[config.mk]
export PLATFORM = sky130hd
export DESIGN_NAME = stdout_uart_bridge
export DESIGN_NICKNAME = d
export VERILOG_FILES = /design/src/rtl/stdout_uart_bridge.sv
export SDC_FILE = /design/constraint.sdc
export NUM_CORES = 1
export LEC_CHECK = 0
export CORE_MARGIN = 2
export CORE_UTILIZATION = 35
export CTS_BUF_LIST = sky130_fd_sc_hd__clkbuf_4
export DETAILED_ROUTE_END_ITERATION = 10
export GPL_TIMING_DRIVEN = 0
export PLACE_DENSITY = 0.52
export SETUP_SLACK_MARGIN = 0.02
export SYNTH_ARGS = -nofsm -noshare
export SYNTH_HDL_FRONTEND = slang
export SYNTH_SLANG_ARGS = --single-unit
[constraint.sdc]
create_clock -name clk -period 3.9 [get_ports clk]
set_clock_uncertainty 0.05 [all_clocks]
set_input_delay 0.78 -clock clk [delete_from_list [all_inputs] [get_ports clk]]
set_output_delay 0.78 -clock clk [all_outputs]
set_load 0.01 [all_outputs]
[src/rtl/stdout_uart_bridge.sv]
// CPU stdout -> UART TX bridge: write handshake, circular FIFO and 8N1-style serializer.
// Optional STDOUT_CRLF_EN: a 0x0D frame is sent ahead of every 0x0A without consuming a FIFO entry.
module stdout_uart_bridge #(
  parameter int CLKS_PER_BIT = 104,
  parameter int DATA_BITS    = 8,
  parameter int STOP_BITS    = 1,
  parameter int FIFO_DEPTH   = 16,
  parameter int LEVEL_W      = $clog2(FIFO_DEPTH+1)
) (
  input  logic                 clk,
  input  logic                 rstn,
  input  logic [DATA_BITS-1:0] wr_data,
  input  logic                 wr_valid,
  output logic                 wr_ready,
  output logic                 stall,
  output logic                 tx,
  output logic                 tx_busy,
  output logic [LEVEL_W-1:0]   level
);
  localparam int AW = $clog2(FIFO_DEPTH);
  localparam int PW = AW + 1;
  localparam int CW = $clog2(CLKS_PER_BIT);
  localparam int BW = $clog2(DATA_BITS+1);

  typedef enum logic [1:0] {IDLE, START, DATA, STOP} state_e;

  logic [DATA_BITS-1:0] mem_q [FIFO_DEPTH];
  logic [PW-1:0]        wptr_q, rptr_q;
  state_e               state_q, state_d;
  logic [CW-1:0]        baud_q, baud_d;
  logic [BW-1:0]        bit_q, bit_d;
  logic [DATA_BITS-1:0] shift_q, shift_d;
  logic                 tx_q, tx_d;

  logic                 full, empty, push, pop, baud_end, start_frame, ins_cr;
  logic [DATA_BITS-1:0] head, load_byte;

  assign full     = (wptr_q[AW] != rptr_q[AW]) && (wptr_q[AW-1:0] == rptr_q[AW-1:0]);
  assign empty    = (wptr_q == rptr_q);
  // Gated by rstn so the CPU is held off while the bridge is in reset.
  assign wr_ready = rstn & ~full;
  assign stall    = ~wr_ready;
  assign push     = wr_valid & wr_ready;
  assign pop      = start_frame & ~ins_cr;
  assign head     = mem_q[rptr_q[AW-1:0]];
  assign baud_end = (baud_q == CW'(CLKS_PER_BIT-1));

  assign tx      = tx_q;
  assign tx_busy = (state_q != IDLE);
  assign level   = LEVEL_W'(wptr_q - rptr_q);

`ifdef STDOUT_CRLF_EN
  logic cr_sent_q, cr_sent_d;

  assign ins_cr    = (head == DATA_BITS'('h0A)) && !cr_sent_q;
  assign load_byte = ins_cr ? DATA_BITS'('h0D) : head;

  // Set when the CR is launched, cleared when any byte is actually popped.
  always_comb begin
    cr_sent_d = cr_sent_q;
    if (start_frame) cr_sent_d = ins_cr;
  end

  always_ff @(posedge clk or negedge rstn) begin
    if (!rstn) cr_sent_q <= 1'b0;
    else       cr_sent_q <= cr_sent_d;
  end
`else
  assign ins_cr    = 1'b0;
  assign load_byte = head;
`endif

  always_ff @(posedge clk) begin
    if (push) mem_q[wptr_q[AW-1:0]] <= wr_data;
  end

  always_ff @(posedge clk or negedge rstn) begin
    if (!rstn) begin
      wptr_q <= '0;
      rptr_q <= '0;
    end else begin
      if (push) wptr_q <= wptr_q + PW'(1);
      if (pop)  rptr_q <= rptr_q + PW'(1);
    end
  end

  always_comb begin
    state_d     = state_q;
    baud_d      = baud_q;
    bit_d       = bit_q;
    shift_d     = shift_q;
    tx_d        = tx_q;
    start_frame = 1'b0;
    case (state_q)
      IDLE: begin
        if (!empty) start_frame = 1'b1;
      end
      START: begin
        if (baud_end) begin
          state_d = DATA;
          baud_d  = '0;
          bit_d   = '0;
          tx_d    = shift_q[0];
        end else begin
          baud_d = baud_q + CW'(1);
        end
      end
      DATA: begin
        if (baud_end) begin
          baud_d = '0;
          if (bit_q == BW'(DATA_BITS-1)) begin
            state_d = STOP;
            bit_d   = '0;
            tx_d    = 1'b1;
          end else begin
            bit_d   = bit_q + BW'(1);
            shift_d = shift_q >> 1;
            tx_d    = shift_d[0];
          end
        end else begin
          baud_d = baud_q + CW'(1);
        end
      end
      STOP: begin
        if (baud_end) begin
          baud_d = '0;
          if (bit_q == BW'(STOP_BITS-1)) begin
            bit_d = '0;
            // Chain straight into the next start bit when more data waits.
            if (!empty) start_frame = 1'b1;
            else        state_d = IDLE;
          end else begin
            bit_d = bit_q + BW'(1);
          end
        end else begin
          baud_d = baud_q + CW'(1);
        end
      end
      default: state_d = IDLE;
    endcase
    if (start_frame) begin
      state_d = START;
      baud_d  = '0;
      bit_d   = '0;
      shift_d = load_byte;
      tx_d    = 1'b0;
    end
  end

  always_ff @(posedge clk or negedge rstn) begin
    if (!rstn) begin
      state_q <= IDLE;
      baud_q  <= '0;
      bit_q   <= '0;
      shift_q <= '0;
      tx_q    <= 1'b1;
    end else begin
      state_q <= state_d;
      baud_q  <= baud_d;
      bit_q   <= bit_d;
      shift_q <= shift_d;
      tx_q    <= tx_d;
    end
  end
endmodule

==> results of run 1 <==
-- area by class of cell --
cell class              count  share of cell area (%)
flip-flops and latches    160                    60.4
multi-input cells         223                    26.8
well taps                 265                    4.31
repair buffers             19                    2.41
clock inverters            14                    1.95
clock buffers              17                    1.66
plain buffers              21                    1.33
inverters                  21                    1.03
diodes                      1                  0.0326
-- sequential cells by signal (all words and copies together), names as in the netlist --
name,count
baud_q,7
state_q,2
wptr_q,5
mem_q,128
tx,1
rptr_q,5
bit_q,4
shift_q,8
-- repair_timing --
action,CTS,global route
buffers inserted,0,0
gates resized for setup,3,3
setup endpoints to repair,3,3
-- cell usage after synthesis (2+ instances only) --
master | instances | area share, %
a211o_1 | 2 | 0.25
a21o_1 | 3 | 0.33
a21oi_1 | 11 | 0.80
a22oi_1 | 16 | 1.7
a31oi_1 | 2 | 0.18
and2_1 | 16 | 1.5
and3_1 | 3 | 0.27
buf_1 | 3 | 0.16
buf_2 | 7 | 0.51
clkbuf_1 | 10 | 0.55
dfrtp_1 | 31 | 11
edfxtp_1 | 128 | 56
ha_1 | 18 | 3.3
inv_1 | 21 | 1.1
mux2i_1 | 8 | 1.2
mux4_2 | 32 | 10
nand2_1 | 27 | 1.5
nand2b_1 | 4 | 0.36
nand3_1 | 3 | 0.22
nand3b_1 | 2 | 0.22
nand4_1 | 3 | 0.27
nor2_1 | 14 | 0.76
nor2b_1 | 3 | 0.27
nor3_1 | 4 | 0.29
nor3b_1 | 3 | 0.33
nor4_1 | 2 | 0.18
o21ai_0 | 15 | 1.1
xnor2_1 | 11 | 1.4
xor2_1 | 2 | 0.25
-- critical path, cell delays in order, from the launching register on --
cell             delay [ns]
dfrtp_1                0.43
clkbuf_4               0.22
buf_6                  0.18
inv_1                  0.07
ha_1                   0.29
a21o_1                 0.18
a21oi_1                0.20
xnor2_1                0.14
clkdlybuf4s50_1        0.55
-- per-stage QoR --
step / hold WS [ns] / std cells / setup WS, ns / setup TNS, ns / instance area (um^2)
floorplan: 0.434 / 425 / 1.06 / 0 / 6880
global placement: 0.469 / 709 / -0.370 / -30.90 / 7400
detailed placement: 0.475 / 709 / 0.0740 / 0 / 7390
CTS: 0.225 / 740 / 0.0676 / 0 / 7680
global route: 0.248 / 741 / 0.0459 / 0 / 7690
finish: 0.243 / 741 / 0.253 / 0 / 7690
-- routing by layer --
metal  track usage, %  up-vias  routed length, um  part of all wire [%]
met4             5.42        0                215                   1.5
met3             2.78       18                347                   2.4
met5                0        -                  0                     0
li1                 -     1703                  -                     -
met1             18.4     1879               6160                    43
met2             26.6       48               7750                    54
-- cell families after synthesis --
group                    after synthesis  synth area share, %
AND/OR/NAND/NOR                       94                 7.53
buffers and inverters                 42                 2.47
AO/OA/AOI/OAI                         56                 5.35
multiplexers                          40                 11.6
adder cells (fa/ha/maj)               19                 3.57
flip-flops                           160                 67.5
XOR/XNOR                              14                 1.89
-- power by group --
group / switching, mW / internal [mW]
Combinational: 0.262 / 0.236
Clock: 0.647 / 0.336
Sequential: 0.0522 / 1.94
-- worst max path at each step --
stage | from | end
finish | rptr_q[1] | level[3]
floorplan | rptr_q[1] | mem_q[12][0]
CTS | rptr_q[1] | level[3]
detailed placement | rptr_q[1] | mem_q[4][0]
global route | rptr_q[1] | level[3]
global placement | rstn | mem_q[11][4]
==> flow_summary.json, run 1 <==
{
  "synth_cells": 425,
  "drt-total-wl_mm": 14.5,
  "relSlewSlack_pct": 40.3,
  "postSynthAreaPerCell_um2": 16.2,
  "synth-edff-count": 128,
  "fmax_mhz": 274,
  "grt_pass1_wl_mm": 22.2,
  "initial_core_util_pct": 35.5,
  "ir_drop_v": 0.000206,
  "crit_path_start_kind": "register",
  "gr-total-overflow": 0,
  "clock_sinks": 160,
  "htree_num_levels": 4,
  "path_clk_slew_ns": 0.14,
  "final_common_cell": "edfxtp_1",
  "crit_path_max_fanout": 10,
  "hpwl_mm": 9.64,
  "syn2layout_area_growth_pct": 11.8,
  "route.detailed.drc": 0,
  "holdCritPathClass": "in2async",
  "maxCapViolCount": 0,
  "ant_nets": 0,
  "grt_pass1_vias": 3865,
  "clock_path_buffers": 2,
  "die_area_um2": 20800,
  "synth_area_um2": 6880,
  "tightest_slew_ns": 0.891,
  "rsz0062_at_grt": "false",
  "vias_per_cell": 4.92,
  "cts_buffers": 17,
  "cts_tree": "built",
  "seq_area_um2": 4650,
  "ctsHoldBuffers": 0,
  "wl_per_cell_um": 19.5,
  "chipHeight_um": 144,
  "multiInputGateArea_um2": 2060,
  "initialDrtViolationCount": 209,
  "reg2reg_from": "rptr_q[1]",
  "synth_warnings": 0,
  "synth_ff_type": "edfxtp_1",
  "grt_start_max_net_pins": 36,
  "setup_viol": 0,
  "finalPower_mw": 3.47,
  "slew_viol_final": 0,
  "core_area_um2": 19400,
  "status": "finished, final reports clean",
  "p_per_area_nw_per_um2": 451,
  "vias": 3648,
  "firstDrtPassIters": 4,
  "worst_r2r_path_depth": 9,
  "fin_crit_ns": 3.65,
  "criticalPathCategory": "reg2out",
  "clockRootBuffer": "clkbuf_4",
  "portBuffers": 19,
  "rrSetupSlack_ns": 0.76,
  "synthArstFlopShare_pct": 20.0,
  "fillers": 1846,
  "ys_ff_latch": 160,
  "fin_nets": 493,
  "die_x_um": 144,
  "syn-num-nets": 455,
  "final-hold-violation-count": 0,
  "required_ns": 3.07,
  "synth_seq_area_share_pct": 67.5,
  "drive_gt1_share_pct": 17.1,
  "layout_common_cells": "edfxtp_1, mux4_2, dfrtp_1, nand2_1, inv_1",
  "yosysUniqueCellTypes": 50,
  "io_pins": 20,
  "clk_latency_ns": 0.56,
  "grt_use_total_pct": 15.0,
  "gp_congestion": 0.765,
  "final_util_pct": 39.6,
  "reg2reg_to": "mem_q[7][3]",
  "period_share_pct": 93.5,
  "leakage_nw": 2.66,
  "crit_path_end_kind": "primary output",
  "arrival_ns": 2.82,
  "antenna_found_initial": 1,
  "rows": 51
}
No activity file was read; power rests on OpenSTA's default activity.
==> inputs of run 2 (changes only) <==
- CORE_MARGIN: 2 -> default
- PLACE_DENSITY: 0.52 -> default
- PLACE_DENSITY_LB_ADDON: default -> 0.08
- REMOVE_ABC_BUFFERS: default -> 1
==> run 2 against run 1 <==
Against the previous run: non-clock buffer count decreased by 18; largest cell class unchanged; hold slack improved by 0.029 ns; first-iteration DRC count decreased by 0.48%; critical path type unchanged; largest power group unchanged; clock-buffer cell count increased by 1; sequential power about the same; cell count decreased by 3.1%; via count decreased by 2.7%; worst setup slack improved by 0.0050 ns; sequential cell count unchanged.
==> flow_summary.json, run 2 (synthesis gave the netlist of run 1 again) <==
{
  "status": "finished, final reports clean",
  "vias": 3549,
  "reg2reg_to": "bit_q[2]",
  "route.detailed.drc": 0,
  "grt_use_total_pct": 15.5,
  "firstDrtPassIters": 4,
  "syn2layout_area_growth_pct": 10.6,
  "clk_latency_ns": 0.53,
  "final_common_cell": "edfxtp_1",
  "largest_reg_flops": 128,
  "period_share_pct": 93.4,
  "cts_tree": "built",
  "reg2reg_from": "rptr_q[1]",
  "clock_path_buffers": 2,
  "setup_viol": 0,
  "initialDrtViolationCount": 208,
  "criticalPathCategory": "reg2out",
  "maxCapViolCount": 0,
  "path_clk_slew_ns": 0.14,
  "critPathMaxStageDelay_ns": 0.62,
  "crit_path_end_kind": "primary output",
  "holdCritPathClass": "in2async",
  "gp_congestion": 0.791,
  "initial_core_util_pct": 36.3,
  "io_pins": 20,
  "place_inst": 685,
  "arrival_ns": 2.81,
  "crit_path_max_fanout": 23,
  "ir_drop_v": 0.000235,
  "crit_top_cell": "inv_1",
  "worst_r2r_path_depth": 8,
  "relSlewSlack_pct": 18.9,
  "grt_pass1_vias": 3685,
  "hpwl_mm": 9.05,
  "final-hold-violation-count": 0,
  "die_area_um2": 20200,
  "final_cells": 718,
  "rrSetupSlack_ns": 0.50,
  "drive_gt1_share_pct": 16.8,
  "clockRootBuffer": "clkbuf_4",
  "layout_common_cells": "edfxtp_1, mux4_2, dfrtp_1, nand2_1, inv_1",
  "tightest_slew_ns": 1.22,
  "ant_nets": 0,
  "cp_num_buf_inv": 4,
  "finalPower_mw": 3.36,
  "clock_sinks": 160,
  "rsz0062_at_grt": "false",
  "gr-total-overflow": 0,
  "fin_crit_ns": 3.64,
  "leakage_nw": 2.61,
  "vias_per_cell": 4.94,
  "chipHeight_um": 142,
  "rows": 50,
  "crit_cells": 8,
  "fmax_mhz": 275,
  "drt-total-wl_mm": 14.3,
  "critPathTopFamily": "buffers and inverters",
  "critPathCapture": "wr_ready",
  "grt_pass1_wl_mm": 22.4,
  "grt_start_max_net_pins": 37,
  "diodes": 0,
  "crit_path_start_kind": "register",
  "cts_buffers": 17,
  "portBuffers": 19,
  "crit_start": "rptr_q[1]",
  "die_x_um": 142,
  "crit_chain": "buf_12 > inv_1 > ha_1 > and4_1 > nand2b_1 > nand2_1 > inv_1 > clkdlybuf4s50_1",
  "wl_per_cell_um": 20.0,
  "ctsHoldBuffers": 0,
  "fin_nets": 475,
  "antenna_found_initial": 0,
  "htree_num_levels": 4,
  "crit_slowest_cell": "dfrtp_4",
  "core_area_um2": 19000,
  "p_per_area_nw_per_um2": 442,
  "slew_viol_final": 0,
  "required_ns": 3.07
}
[run 2: changes by cell type in the layout (fill, tap and decap cells not counted), sizes merged]
| cell | delta |
|---|---|
| bufinv | -1 |
| clkinv | +1 |
| clkbuf | -9 |
| inv | -2 |
| clkinvlp | +2 |
| diode | -1 |
| buf | -8 |
[run 2: final cells by class]
class | instances | area, um^2
Tap cell | 260 | 325
Multi-Input combinational cell | 223 | 2060
Inverter | 21 | 78.8
Fill cell | 1766 | 11300
Sequential cell | 160 | 4650
Clock inverter | 14 | 111
Timing Repair Buffer | 22 | 240
Clock buffer | 18 | 135
[run 2: per-layer routing]
metal	track usage, %	wire length, um
met1	21.2	6760
met3	3.77	466
met5	0	0
met4	4.07	91
met2	24.7	7030
[run 2: through the flow]
stage	setup slack (ns)	hold slack, ns	TNS [ns]	utilization, %	instance area [um^2]
2_1_floorplan	0.345	0.434	0	-	6790
3_3_place_gp	-0.887	0.466	-99.92	38.5	7300
3_5_place_dp	0.379	0.473	0	38.7	7340
4_1_cts	0.0663	0.239	0	40.0	7590
5_1_grt	0.0272	0.270	0	40.1	7610
6_report	0.258	0.272	0	40.1	7610
[run 2: how the worst min path moves through the flow]
stage / cells past startpoint / slack (ns) / to / start
3_3_place_gp: 1 / 0.47 / rptr_q[4] / rptr_q[4]
6_report: 1 / 0.27 / shift_q[0] / rstn
3_5_place_dp: 1 / 0.47 / rptr_q[4] / rptr_q[4]
2_1_floorplan: 0 / 0.43 / baud_q[0] / rstn
5_1_grt: 1 / 0.27 / shift_q[0] / rstn
4_1_cts: 1 / 0.24 / state_q[1] / rstn
[run 2: worst register-to-register path, cell delays in order (launching register included)]
cell and delay (ns):
dfrtp_4 0.62, buf_12 0.24, inv_1 0.09, ha_1 0.29
and4_1 0.24, a21oi_1 0.28, o21a_1 0.99, nor4_1 0.18
a211o_1 0.33
[run 2: repair_timing]
| action | 4_1_cts | 5_1_grt |
|---|---|---|
| pin swaps | 0 | 0 |
| endpoints found under the hold margin | 0 | 0 |
| buffers inserted | 0 | 1 |
| gates resized for setup | 1 | 1 |
| endpoints found under the setup margin | 1 | 4 |
| gates cloned | 0 | 0 |
[run 2: report_power, final]
group	leakage, nW	internal, mW	total, mW	switching [mW]
sequential	1.55	1.94	1.99	0.0535
combinational	0.935	0.232	0.480	0.248
clock	0.130	0.270	0.892	0.622
total	2.61	2.44	3.36	0.923
==> inputs of run 3 (changes only) <==
- SKIP_LAST_GASP: default -> 1
==> results of run 3 <==
The final DEF is identical to that of run 2; final timing and power are the same.
